File: src/rtl/ccx_ic_router_pkg.sv
// ccx_ic_router_pkg: shared helpers for the interconnect router
package ccx_ic_router_pkg;
  function automatic int unsigned wrap_inc(int unsigned v, int unsigned n);
    return (v + 1 >= n) ? 0 : v + 1;
  endfunction
endpackage

File: src/rtl/ccx_rr_arbiter.sv
// ccx_rr_arbiter: round-robin arbiter with stall lock, one instance per target
module ccx_rr_arbiter
  import ccx_ic_router_pkg::*;
#(
  parameter int N = 2
) (
  input  logic         g_clk,
  input  logic         g_reset,
  input  logic [N-1:0] req,
  input  logic         hold,
  input  logic         accept,
  output logic [N-1:0] gnt_onehot
);
  localparam int IW = N > 1 ? $clog2(N) : 1;
  logic [IW-1:0] ptr, lock_idx, win;
  logic locked;
  int best;
  always_comb begin
    win = '0;
    best = N;
    for (int i = 0; i < N; i++)
      if (req[i] && (i + N - int'(ptr)) % N < best) begin
        best = (i + N - int'(ptr)) % N;
        win = IW'(i);
      end
    // a stalled selection sticks only while its owner keeps requesting
    if (locked && req[lock_idx]) win = lock_idx;
    for (int i = 0; i < N; i++) gnt_onehot[i] = |req && win == IW'(i);
  end
  always_ff @(posedge g_clk)
    if (g_reset) begin
      ptr <= '0;
      locked <= 1'b0;
      lock_idx <= '0;
    end else begin
      locked <= hold;
      lock_idx <= win;
      if (accept) ptr <= IW'(wrap_inc(32'(win), N));
    end
endmodule

File: src/rtl/ccx_ic_router.sv
// ccx_ic_router: address-decoded NI x NT crossbar with per-target round-robin
module ccx_ic_router #(
  parameter int NI = 2,
  parameter int NT = 4,
  parameter int AW = 39,
  parameter int DW = 64,
  parameter logic [NT*AW-1:0] T_BASE = '0,
  parameter logic [NT*AW-1:0] T_MASK = '1,
  localparam int SW = DW / 8
) (
  input  logic            g_clk,
  input  logic            g_reset,
  input  logic [NI-1:0]    i_req,
  input  logic [NI-1:0]    i_rtype,
  input  logic [NI*AW-1:0] i_addr,
  input  logic [NI-1:0]    i_wen,
  input  logic [NI*SW-1:0] i_strb,
  input  logic [NI*DW-1:0] i_wdata,
  output logic [NI-1:0]    i_gnt,
  output logic [NI-1:0]    i_err,
  output logic [NI*DW-1:0] i_rdata,
  output logic [NT-1:0]    t_req,
  output logic [NT-1:0]    t_rtype,
  output logic [NT*AW-1:0] t_addr,
  output logic [NT-1:0]    t_wen,
  output logic [NT*SW-1:0] t_strb,
  output logic [NT*DW-1:0] t_wdata,
  input  logic [NT-1:0]    t_gnt,
  input  logic [NT-1:0]    t_err,
  input  logic [NT*DW-1:0] t_rdata
);
  localparam int TW = NT > 1 ? $clog2(NT) : 1;
  logic [NI-1:0][NT-1:0] dec;
  logic [NT-1:0][NI-1:0] treq, oh;
  logic [NI-1:0] mapped, unm, rv, ue;
  logic [TW-1:0] src [NI];
  logic [DW-1:0] trd [NT];
  always_comb begin
    for (int i = 0; i < NI; i++) begin
      dec[i] = '0;
      for (int t = NT - 1; t >= 0; t--)
        if ((i_addr[i*AW +: AW] & T_MASK[t*AW +: AW]) == T_BASE[t*AW +: AW]) begin
          dec[i] = '0;
          dec[i][t] = 1'b1;
        end
    end
  end
  always_comb begin
    treq = '0;
    for (int t = 0; t < NT; t++)
      for (int i = 0; i < NI; i++) treq[t][i] = i_req[i] & dec[i][t];
  end
  for (genvar i = 0; i < NI; i++) begin : g_i
    assign mapped[i] = |dec[i];
  end
  assign unm = i_req & ~mapped;
  for (genvar t = 0; t < NT; t++) begin : g_t
    assign t_req[t] = |treq[t];
    assign trd[t] = t_rdata[t*DW +: DW];
    ccx_rr_arbiter #(.N(NI)) u_arb (
      .g_clk     (g_clk),
      .g_reset   (g_reset),
      .req       (treq[t]),
      .hold      (t_req[t] & ~t_gnt[t]),
      .accept    (t_req[t] & t_gnt[t]),
      .gnt_onehot(oh[t])
    );
  end
  always_comb begin
    t_rtype = '0;
    t_addr = '0;
    t_wen = '0;
    t_strb = '0;
    t_wdata = '0;
    i_gnt = unm;
    for (int t = 0; t < NT; t++)
      for (int i = 0; i < NI; i++)
        if (oh[t][i]) begin
          t_rtype[t] = i_rtype[i];
          t_addr[t*AW +: AW] = i_addr[i*AW +: AW];
          t_wen[t] = i_wen[i];
          t_strb[t*SW +: SW] = i_strb[i*SW +: SW];
          t_wdata[t*DW +: DW] = i_wdata[i*DW +: DW];
          if (t_gnt[t]) i_gnt[i] = 1'b1;
        end
  end
  always_comb begin
    i_rdata = '0;
    i_err = '0;
    for (int i = 0; i < NI; i++) begin
      i_rdata[i*DW +: DW] = rv[i] ? trd[src[i]] : '0;
      i_err[i] = ue[i] | (rv[i] & t_err[src[i]]);
    end
  end
  always_ff @(posedge g_clk)
    if (g_reset) begin
      rv <= '0;
      ue <= '0;
    end else begin
      ue <= unm;
      rv <= '0;
      for (int i = 0; i < NI; i++)
        for (int t = 0; t < NT; t++)
          if (oh[t][i] & t_gnt[t]) begin
            rv[i] <= 1'b1;
            src[i] <= TW'(t);
          end
    end
endmodule

File: config.mk
export PLATFORM = sky130hd
export DESIGN_NAME = ccx_ic_router
export DESIGN_NICKNAME = d
export VERILOG_FILES = /design/src/rtl/ccx_ic_router_pkg.sv /design/src/rtl/ccx_rr_arbiter.sv /design/src/rtl/ccx_ic_router.sv
export SDC_FILE = /design/constraint.sdc
export NUM_CORES = 1
export LEC_CHECK = 0
export ABC_AREA = 1
export BUFFER_PORTS_ARGS = -buffer_cell sky130_fd_sc_hd__buf_2
export CAP_MARGIN = 0
export CELL_PAD_IN_SITES_DETAIL_PLACEMENT = 1
export CELL_PAD_IN_SITES_GLOBAL_PLACEMENT = 2
export CORE_AREA = 5 5 419 421
export DETAILED_ROUTE_END_ITERATION = 7
export DIE_AREA = 0 0 424 426
export PLACE_DENSITY = 0.45
export SLEW_MARGIN = 20
export SYNTH_ARGS = -nofsm -noshare
export SYNTH_HDL_FRONTEND = slang
export SYNTH_SLANG_ARGS = --single-unit
File: constraint.sdc
create_clock -name g_clk -period 2.3 [get_ports g_clk]
set_clock_uncertainty 0.1 [all_clocks]
set_input_delay 0.23 -clock g_clk [delete_from_list [all_inputs] [get_ports g_clk]]
set_output_delay 0.23 -clock g_clk [all_outputs]
set_load 0.01 [all_outputs]
## Word-level counts from Yosys, hierarchy flattened

Memory sizes are Yosys's and may differ from the RTL's.
Index checks and enable logic that the tools add are counted.

| cells by class | value |
|---|---|
| shifts and indexed selects | 0 |
| order comparisons | 20 |
| reductions and logical operators | 29 |
| bitwise logic cells | 54 |
| $add $sub $neg | 12 |
| $mul | 0 |
| mux-type cells | 133 |
| equal/unequal tests | 0 |
| div/mod/pow operators | 0 |

Operator list:

| kind | count |
|---|---|
| $mux 64 | 14 |
| $mux 39 | 8 |
| $bmux 64 s2 | 2 |
| $lt 2x32->1 | 4 |
| $mux 32 | 4 |
| $mux 1 | 88 |
| $logic_not 39->1 | 2 |
| $mux 8 | 8 |
| $and 1x1->1 | 28 |
| $sub 2x1->3 const A | 8 |
| $logic_and 1x1->1 | 20 |
| $lt 2x3->1 const B | 6 |
| $mux 2 | 7 |
| $reduce_or 2->1 | 5 |
| $add 1x1->2 const B | 4 |
| $ge 2x2->1 const B | 4 |
| $lt 1x2->1 const B | 4 |
| $not 1->1 | 8 |
| $or 1x1->1 | 8 |
| $reduce_or 4->1 | 2 |
| $and 1x1->1 const B | 6 |
| $ge 3x3->1 const B | 2 |
| $not 2->3 | 2 |
| $bmux 1 s2 | 2 |
| 2 further kinds | 2 |

| storage, ports and cells | value |
|---|---|
| ROM bits | 0 |
| register bits | 16 |
| memories kept | 1 |
| output and inout bits | 588 |
| word-level logic and storage cells | 263 |
| bits in latches | 0 |
| memory bits (writable) | 4 |
| input port bits | 494 |

Memories:

| name | depth | bits a word | rd ports | clocked after memory_dff | wr ports | RTL line | source |
|---|---|---|---|---|---|---|---|
| src | 2 | 2 | 2 | 0 | 1 | ccx_ic_router.sv:36 | `logic [TW-1:0] src [NI];` |

## Longest topological paths before layout

Gate-level depths: netlist of the first run.

| logic depth | value |
|---|---|
| depth after elaboration | 19 |
| gate-level depth with buffers | 13 |
| mapped depth without buffers | 11 |

## By module

Synthesis of the first run repeated with hierarchy kept, for this count alone.

| unflattened totals | value |
|---|---|
| cell total of the unflattened synthesis | 1849 |
| area total of the unflattened synthesis | 9826.9 um^2 |

By module, submodules not included:

| module | seq. area each (um^2) | area each (um^2) | cells an instance | instances |
|---|---|---|---|---|
| ccx_ic_router | 200.2 | 9286.4 | 1773 | 1 |
| ccx_rr_arbiter | 60.1 | 135.1 | 19 | 4 |

## Worst setup path before layout of the first run

Ideal clock, no wire load.

| path | value |
|---|---|
| kind | input to output |
| from | input i_addr[69] |
| to | output t_wdata[41] |
| path buffers | 2 |
| path slack | 0.643 ns |
| data arrival time | 1.327 ns |
| stages on the path | 11 |
| cells stage by stage | nor2_1 -> nand2_1 -> nor2_1 -> nand2_1 -> nor2_2 -> nand3_1 -> nand2_2 -> buf_4 -> buf_2 -> nand3_1 -> nand2_1 |

| between the ends | value |
|---|---|
| longest elaborated chain between the ends | 11 |

Ends and longest elaborated chain:

| item | RTL line | source |
|---|---|---|
| start, declared | ccx_ic_router.sv:15 | `input logic [NI*AW-1:0] i_addr,` |
| $logic_not 39->1 (*) | ccx_ic_router.sv:42 | `if ((i_addr[i*AW +: AW] & T_MASK[t*AW +: AW]) == T_BASE[t*AW +: AW]) begin` |
| $mux 1 (*) | ccx_ic_router.sv:42 |  |
| $and 1x1->1 (*) | ccx_ic_router.sv:51 | `for (int i = 0; i < NI; i++) treq[t][i] = i_req[i] & dec[i][t];` |
| $mux 1 (implied by the code) (2 in series) | ccx_rr_arbiter.sv:27 | `if (locked && req[lock_idx]) win = lock_idx;` |
| $logic_and 1x1->1 | ccx_rr_arbiter.sv:27 |  |
| $mux 1 | ccx_rr_arbiter.sv:27 |  |
| $not 1->1 | ccx_rr_arbiter.sv:28 | `for (int i = 0; i < N; i++) gnt_onehot[i] = \|req && win == IW'(i);` |
| $logic_and 1x1->1 | ccx_rr_arbiter.sv:28 |  |
| $mux 64 | ccx_ic_router.sv:78 | `if (oh[t][i]) begin` |
| $mux 64 (*) | ccx_ic_router.sv:78 |  |
| end, declared | ccx_ic_router.sv:27 | `output logic [NT*DW-1:0] t_wdata,` |

Every way passes the cells marked *; elsewhere a longest branch is shown, timed or not. The select of a mux whose other input is x is not followed.

## Worst setup path after layout of the first run

| path | value |
|---|---|
| from | input i_addr[62] |
| to | output t_strb[3] |

| between the ends | value |
|---|---|
| longest elaborated chain between the ends | 11 |

Ends and longest elaborated chain:

| item | RTL line | source |
|---|---|---|
| $logic_not 39->1 (*) | ccx_ic_router.sv:42 |  |
| $mux 1 (*) | ccx_ic_router.sv:42 |  |
| $and 1x1->1 (*) | ccx_ic_router.sv:51 |  |
| $mux 1 (implied by the code) (2 in series) | ccx_rr_arbiter.sv:27 |  |
| $logic_and 1x1->1 | ccx_rr_arbiter.sv:27 |  |
| $mux 1 | ccx_rr_arbiter.sv:27 |  |
| $not 1->1 | ccx_rr_arbiter.sv:28 |  |
| $logic_and 1x1->1 | ccx_rr_arbiter.sv:28 |  |
| $mux 8 | ccx_ic_router.sv:78 |  |
| $mux 8 (*) | ccx_ic_router.sv:78 |  |
| end, declared | ccx_ic_router.sv:26 | `output logic [NT*SW-1:0] t_strb,` |

Marks and branches as above.

==> flow_metrics.tcl, run 1 <==
set metrics [dict create \
    synth_edf_count 0 \
    fin_crit_ps 2540 \
    period_share_pct 110 \
    drt_iter0_drc 191 \
    p_sw_mw 0.572 \
    synth_area_leaders "buf_4 (52%), nand2_1 (20%), inv_1 (9.2%)" \
    start_kind "input pin" \
    avgRoutedWirePerCell_um 15.7 \
    antenna_found_initial 60 \
    grt-ovfl-total 0 \
    finalInstanceArea_mm2 0.0124 \
    synthFlopType "dfxtp_1" \
    max-cap-violations 0 \
    synthCells 1003 \
    power_density_mw_per_mm2 92.8 \
    initial_core_util_pct 3.23 \
    finalSetupTns_ps -11250 \
    hold_slack_ps 136 \
    grt_max_degree 36 \
    final_nets 2049 \
    vias_per_cell 1.87 \
    remaining_drc_errors 0 \
    grt_use_total_pct 5.94 \
    vdd_drop_max_mv 0.153 \
    place_congestion 0.729 \
    clock-root-buffer "clkbuf_16" \
    die_x_um 424 \
    place_ws_ps -734 \
    power_frac_seq_pct 10.8 \
    path_clk_slew_ps 40 \
    hp-class "in2reg" \
    rsz0062_at_grt "yes" \
    io_pins 1082 \
    setup_violations 76 \
    ys_seq_elements 7 \
    dieArea_mm2 0.181 \
    total_power_mw 1.15 \
    ys_warn_count 0 \
    synth.cells.most_frequent "buf_4 (382), nand2_1 (296), inv_1 (136)" \
    fin_ws_ps -237 \
    internal-power_mw 0.578 \
    p_comb_share_pct 63.0 \
    leakagePower_nw 7.02 \
    cts_inserted_buffers 3 \
    async_flop_share_pct 0 \
    holdBufCountCts 0 \
    ys_seq_area_share_pct 2.53 \
    grt_pass1_vias 6688 \
    place_area_mm2 0.00964 \
    ant_nets 0 \
    drive_gt1_share_pct 50.5 \
    criticalPathCategory "in2out" \
    wl_um 59600 \
    io_buffer_count 502 \
    cts_tree "done" \
    htree_levels 1 \
    dr.pass1.iters 4 \
    syn_avg_cell_area_um2 5.51 \
    slew_viol_final 0 \
    synth_top_area_share_pct 51.9 \
    cp_num_buf_inv 9 \
    cp_max_fo 5 \
    endpoint_kind "primary output" \
    netlist_area_mm2 0.00553 \
    area_growth_pct 124 \
    cp_slowest_cell "nand4_1" \
    hold_viol 0 \
    status "finished, violations left" \
    rows 152 \
    vias 7106 \
    yosysMostFrequentCell "buf_4" \
    fillers 20800 \
    die_h_um 426 \
    grt_pass1_wl_um 70000 \
    critical_path.max_stage_delay_ps 280 \
    synth.distinct_cells 22 \
    clock-sinks 7 \
    worstPathCellList "buf_6 -> nor2_4 -> nand4_1 -> buf_6 -> nor2_4 -> nand3_4 -> inv_4 -> nand2_4 -> buf_12 -> clkinv_8 -> buf_16 -> buf_12 -> clkbuf_16 -> nand2_4 -> nand2_4 -> buf_6" \
    fmax_mhz 394 \
    cp_data_required_time_ps 1970 \
    insertion_delay_ps 240 \
    power_frac_clock_pct 26.2 \
    clk_path_buf_depth 2 \
    hpwl_um 51100 \
    violations "setup timing" \
    cp_top_family "buffers and inverters" \
    core_area_mm2 0.171 \
    swShare_pct 49.7 \
    yosys.area.top_type "buf_4" \
    crit_arrival_ps 2210 \
]
## power groups by stage
stage               combinational [mW]  clock (mW)  sequential [mW]
finish                           0.724       0.301            0.124
global route                     0.797       0.319            0.125
detailed placement               0.625           0            0.127
floorplan                        0.778           0            0.126
global placement                 0.626           0            0.127
CTS                              0.665       0.305            0.126
## cell families after synthesis
kind of cell    count (synthesis)  share of synthesized area, %
buf+inv                       557                          65.0
simple gates                  433                          31.8
flops                           7                          2.53
compound gates                  4                         0.452
mux                             1                         0.181
other cells                     1                        0.0678
## flip-flops by register name (all words and copies together) (netlist names)
| name | count |
|---|---|
| rv | 2 |
| ue | 2 |
| g_t.u_arb.lock_idx | 1 |
| g_t.u_arb.ptr | 1 |
| g_t.u_arb.locked | 1 |
## metal layers
metal	GRT usage, %	vias up	wire length (um)
met4	0.881	12	1180
met1	5.64	3208	18300
li1	-	3296	-
met2	12.5	464	35100
met3	1.79	126	4990
met5	0	-	81
## final cells by class
class,instances,area (um2),area share (%)
timing repair buffer,586,4460,36.0
multi-input combinational,819,4350,35.1
tap,2233,2790,22.6
inverter,138,533,4.30
sequential,7,148,1.19
clock buffer,4,78.8,0.636
antenna,9,22.5,0.182
## repair_timing
| item | in CTS | in global routing |
|---|---|---|
| gates cloned | 13 | 5 |
| pin swaps | 35 | 69 |
| endpoints found under the hold margin | 0 | 0 |
| resized for setup | 277 | 200 |
| setup buffers | 31 | 6 |
| setup endpoints to repair | 77 | 79 |
## cell usage in the layout (no fill, tap or decap), types with 5 or more instances in the layout
cell / Yosys / routed
buf_8: 0 / 16
nand2_8: 0 / 5
buf_2: 12 / 419
diode_2: 0 / 9
nor2_1: 44 / 30
nor2_2: 3 / 7
nand3_2: 0 / 42
conb_1: 1 / 381
nand2_2: 2 / 49
buf_16: 0 / 17
dfxtp_1: 7 / 5
nor2_4: 0 / 10
nand2_4: 0 / 71
inv_1: 136 / 136
nand3_1: 77 / 29
nand2_1: 296 / 173
nand3_4: 0 / 6
buf_6: 7 / 84
nand4_1: 6 / 6
clkbuf_16: 0 / 8
buf_12: 0 / 18
buf_4: 382 / 26
## worst paths after layout
path,slack (ps),cells past startpoint,to,startpoint
min reg2reg,370,2,g_t[0].u_arb.ptr,g_t[0].u_arb.ptr
max reg2reg,390,10,g_t[0].u_arb.ptr,g_t[0].u_arb.locked
max,-240,16,t_strb[3],i_addr[62]
min,140,2,g_t[0].u_arb.lock_idx,g_reset
## stage by stage
step / util (%) / std cells
finish: 7.25 / 3796
global route: 7.23 / 3788
CTS: 6.68 / 3783
detailed placement: 5.64 / 3736
global placement: 5.64 / 3736
floorplan: - / 1383
Note: power is estimated with default switching activity, not from simulation.
==> run 2: changes to the inputs <==
==> constraint.sdc (replaced) <==
create_clock -name g_clk -period 2.7 [get_ports g_clk]
set_clock_uncertainty 0.1 [all_clocks]
set_input_delay 0.405 -clock g_clk [delete_from_list [all_inputs] [get_ports g_clk]]
set_output_delay 0.405 -clock g_clk [all_outputs]
set_load 0.01 [all_outputs]
==> run 2 against run 1 <==
Against the previous run:
- clock-buffer cell count stayed put
- the flow still finishes with violations (setup timing)
- clock power is 16% lower
- design area is 8.9% lower
- die area stayed put
- highest routed layer unchanged
- combinational power is 20% lower
- largest cell class unchanged
- critical path depth stayed put
==> flow_metrics.tcl, run 2 (synthesized netlist as in run 1, its figures left out) <==
set metrics [dict create \
    fillers 20900 \
    rows 152 \
    ff2ff_path_depth 7 \
    ff_latch_area_um2 148 \
    cts_tree "done" \
    criticalPathCategory "in2out" \
    antenna_found_initial 29 \
    wl_um 54200 \
    drive_gt1_share_pct 45.8 \
    violations "setup timing" \
    area_growth_pct 104 \
    leakagePower_nw 6.56 \
    clock-sinks 7 \
    grt_use_total_pct 5.26 \
    rsz0062_at_grt "yes" \
    vias_per_cell 1.80 \
    cts_inserted_buffers 3 \
    die_h_um 426 \
    drt_iter0_drc 202 \
    endpoint_kind "primary output" \
    slew_viol_final 0 \
    fin_crit_ps 2780 \
    hpwl_um 48700 \
    grt_pass1_wl_um 63300 \
    hp-class "in2reg" \
    crit_arrival_ps 2280 \
    dp.cells 3738 \
    holdBufCountCts 0 \
    avgRoutedWirePerCell_um 14.4 \
    endpoint "t_strb[3]" \
    dieArea_mm2 0.181 \
    io_buffer_count 502 \
    vias 6777 \
    r2r_end "rv[0]" \
    cp_data_required_time_ps 2190 \
    die_x_um 424 \
    grt_max_degree 36 \
    relSlewSlack_pct 60.6 \
    stdcell_count 3770 \
    final_nets 2028 \
    multi_input_area_mm2 0.00385 \
    hold_slack_ps 295 \
    fmax_mhz 360 \
    worstMarginPinSlew_ps 590 \
    period_share_pct 103 \
    vdd_drop_max_mv 0.148 \
    clock-root-buffer "clkbuf_16" \
    grt-ovfl-total 0 \
    top_regs "rv: 2 flops, ue: 2 flops" \
    max-cap-violations 0 \
    core_area_mm2 0.171 \
    hold_viol 0 \
    path_clk_slew_ps 40 \
    remaining_drc_errors 0 \
    initial_core_util_pct 3.23 \
    insertion_delay_ps 230 \
    power_density_mw_per_mm2 83.2 \
    start_kind "input pin" \
    startpoint "i_addr[22]" \
    fin_ws_ps -81.6 \
    reg2reg_slack_ps 1190 \
    reg2reg_from "g_t[0].u_arb.locked" \
    grt_pass1_vias 6354 \
    final_common_cell "buf_2" \
    clk_path_buf_depth 2 \
    dr.pass1.iters 4 \
    htree_levels 1 \
    place_congestion 0.733 \
    setup_violations 39 \
    ant_nets 0 \
    cp_max_fo 8 \
    status "finished, violations left" \
    io_pins 1082 \
    layout_common_cells "buf_2 (442), conb_1 (381), nand2_1 (200)" \
]
-- run 2: cell count changes in the layout (fill, tap and decap cells not counted), sizes merged --
cell,delta
clkbuf,-1
diode,-5
clkinv,+1
inv,-1
buf,-19
bufbuf,-1
-- run 2: cell type report --
cell class	instances	share of cell area (%)
clock buffers	4	0.699
diodes	4	0.0887
multi-input cells	819	34.2
inverters	138	4.70
flip-flops and latches	7	1.31
repair buffers	565	34.3
well taps	2233	24.8
-- run 2: worst max-delay path: stages --
cell,delay [ps]
buf_6,100
nor2_4,160
nand2_2,70
nor2_2,110
nand2_2,70
nor2_4,140
buf_12,130
nand4_1,140
nand2_4,190
clkinv_8,80
buf_12,140
buf_16,150
buf_8,120
nand2_2,60
nand2_2,60
buf_6,120
-- run 2: power by group --
part	leakage, nW	internal [mW]	switching, mW
sequential	0.0585	0.104	0.00601
combinational	6.46	0.179	0.398
clock	0.0382	0.196	0.0559
-- run 2: repair_timing --
action                                  in CTS  in global routing
pin swaps                                   24                 33
endpoints found under the setup margin      76                 76
setup buffers                                9                  5
resized for setup                          204                 95
gates cloned                                 6                  4
-- run 2: worst min path at each step --
stage,from,end,slack [ps],cells after the start
finish,g_reset,g_t[0].u_arb.lock_idx,290,2
global route,g_reset,g_t[0].u_arb.lock_idx,310,2
CTS,g_reset,g_t[0].u_arb.lock_idx,300,2
detailed placement,g_t[0].u_arb.ptr,g_t[0].u_arb.ptr,380,2
global placement,g_t[0].u_arb.ptr,g_t[0].u_arb.ptr,370,2
floorplan,g_t[0].u_arb.ptr,g_t[0].u_arb.ptr,350,2
-- run 2: metrics by stage --
step                worst slack (ps)  power [mW]  setup TNS (ps)  instance area, um2  utilization (%)
floorplan                        693       0.770               0                6960                -
global placement                -447       0.628          -25050                9720             5.69
detailed placement              -470       0.629          -25880                9720             5.69
CTS                             -186       0.902           -8670               10700             6.28
global route                    -197        1.01           -9780               11300             6.59
finish                         -81.6       0.939            -957               11300             6.60
-- run 2: per-layer routing --
metal  global-route usage, %  share of wire [%]  up-vias
li1                        -                  -     3237
met1                    4.93                 30     3047
met2                    11.0                 58      403
met3                    2.08                 10       76
met4                   0.330               0.98       14
met5                       0               0.19        -
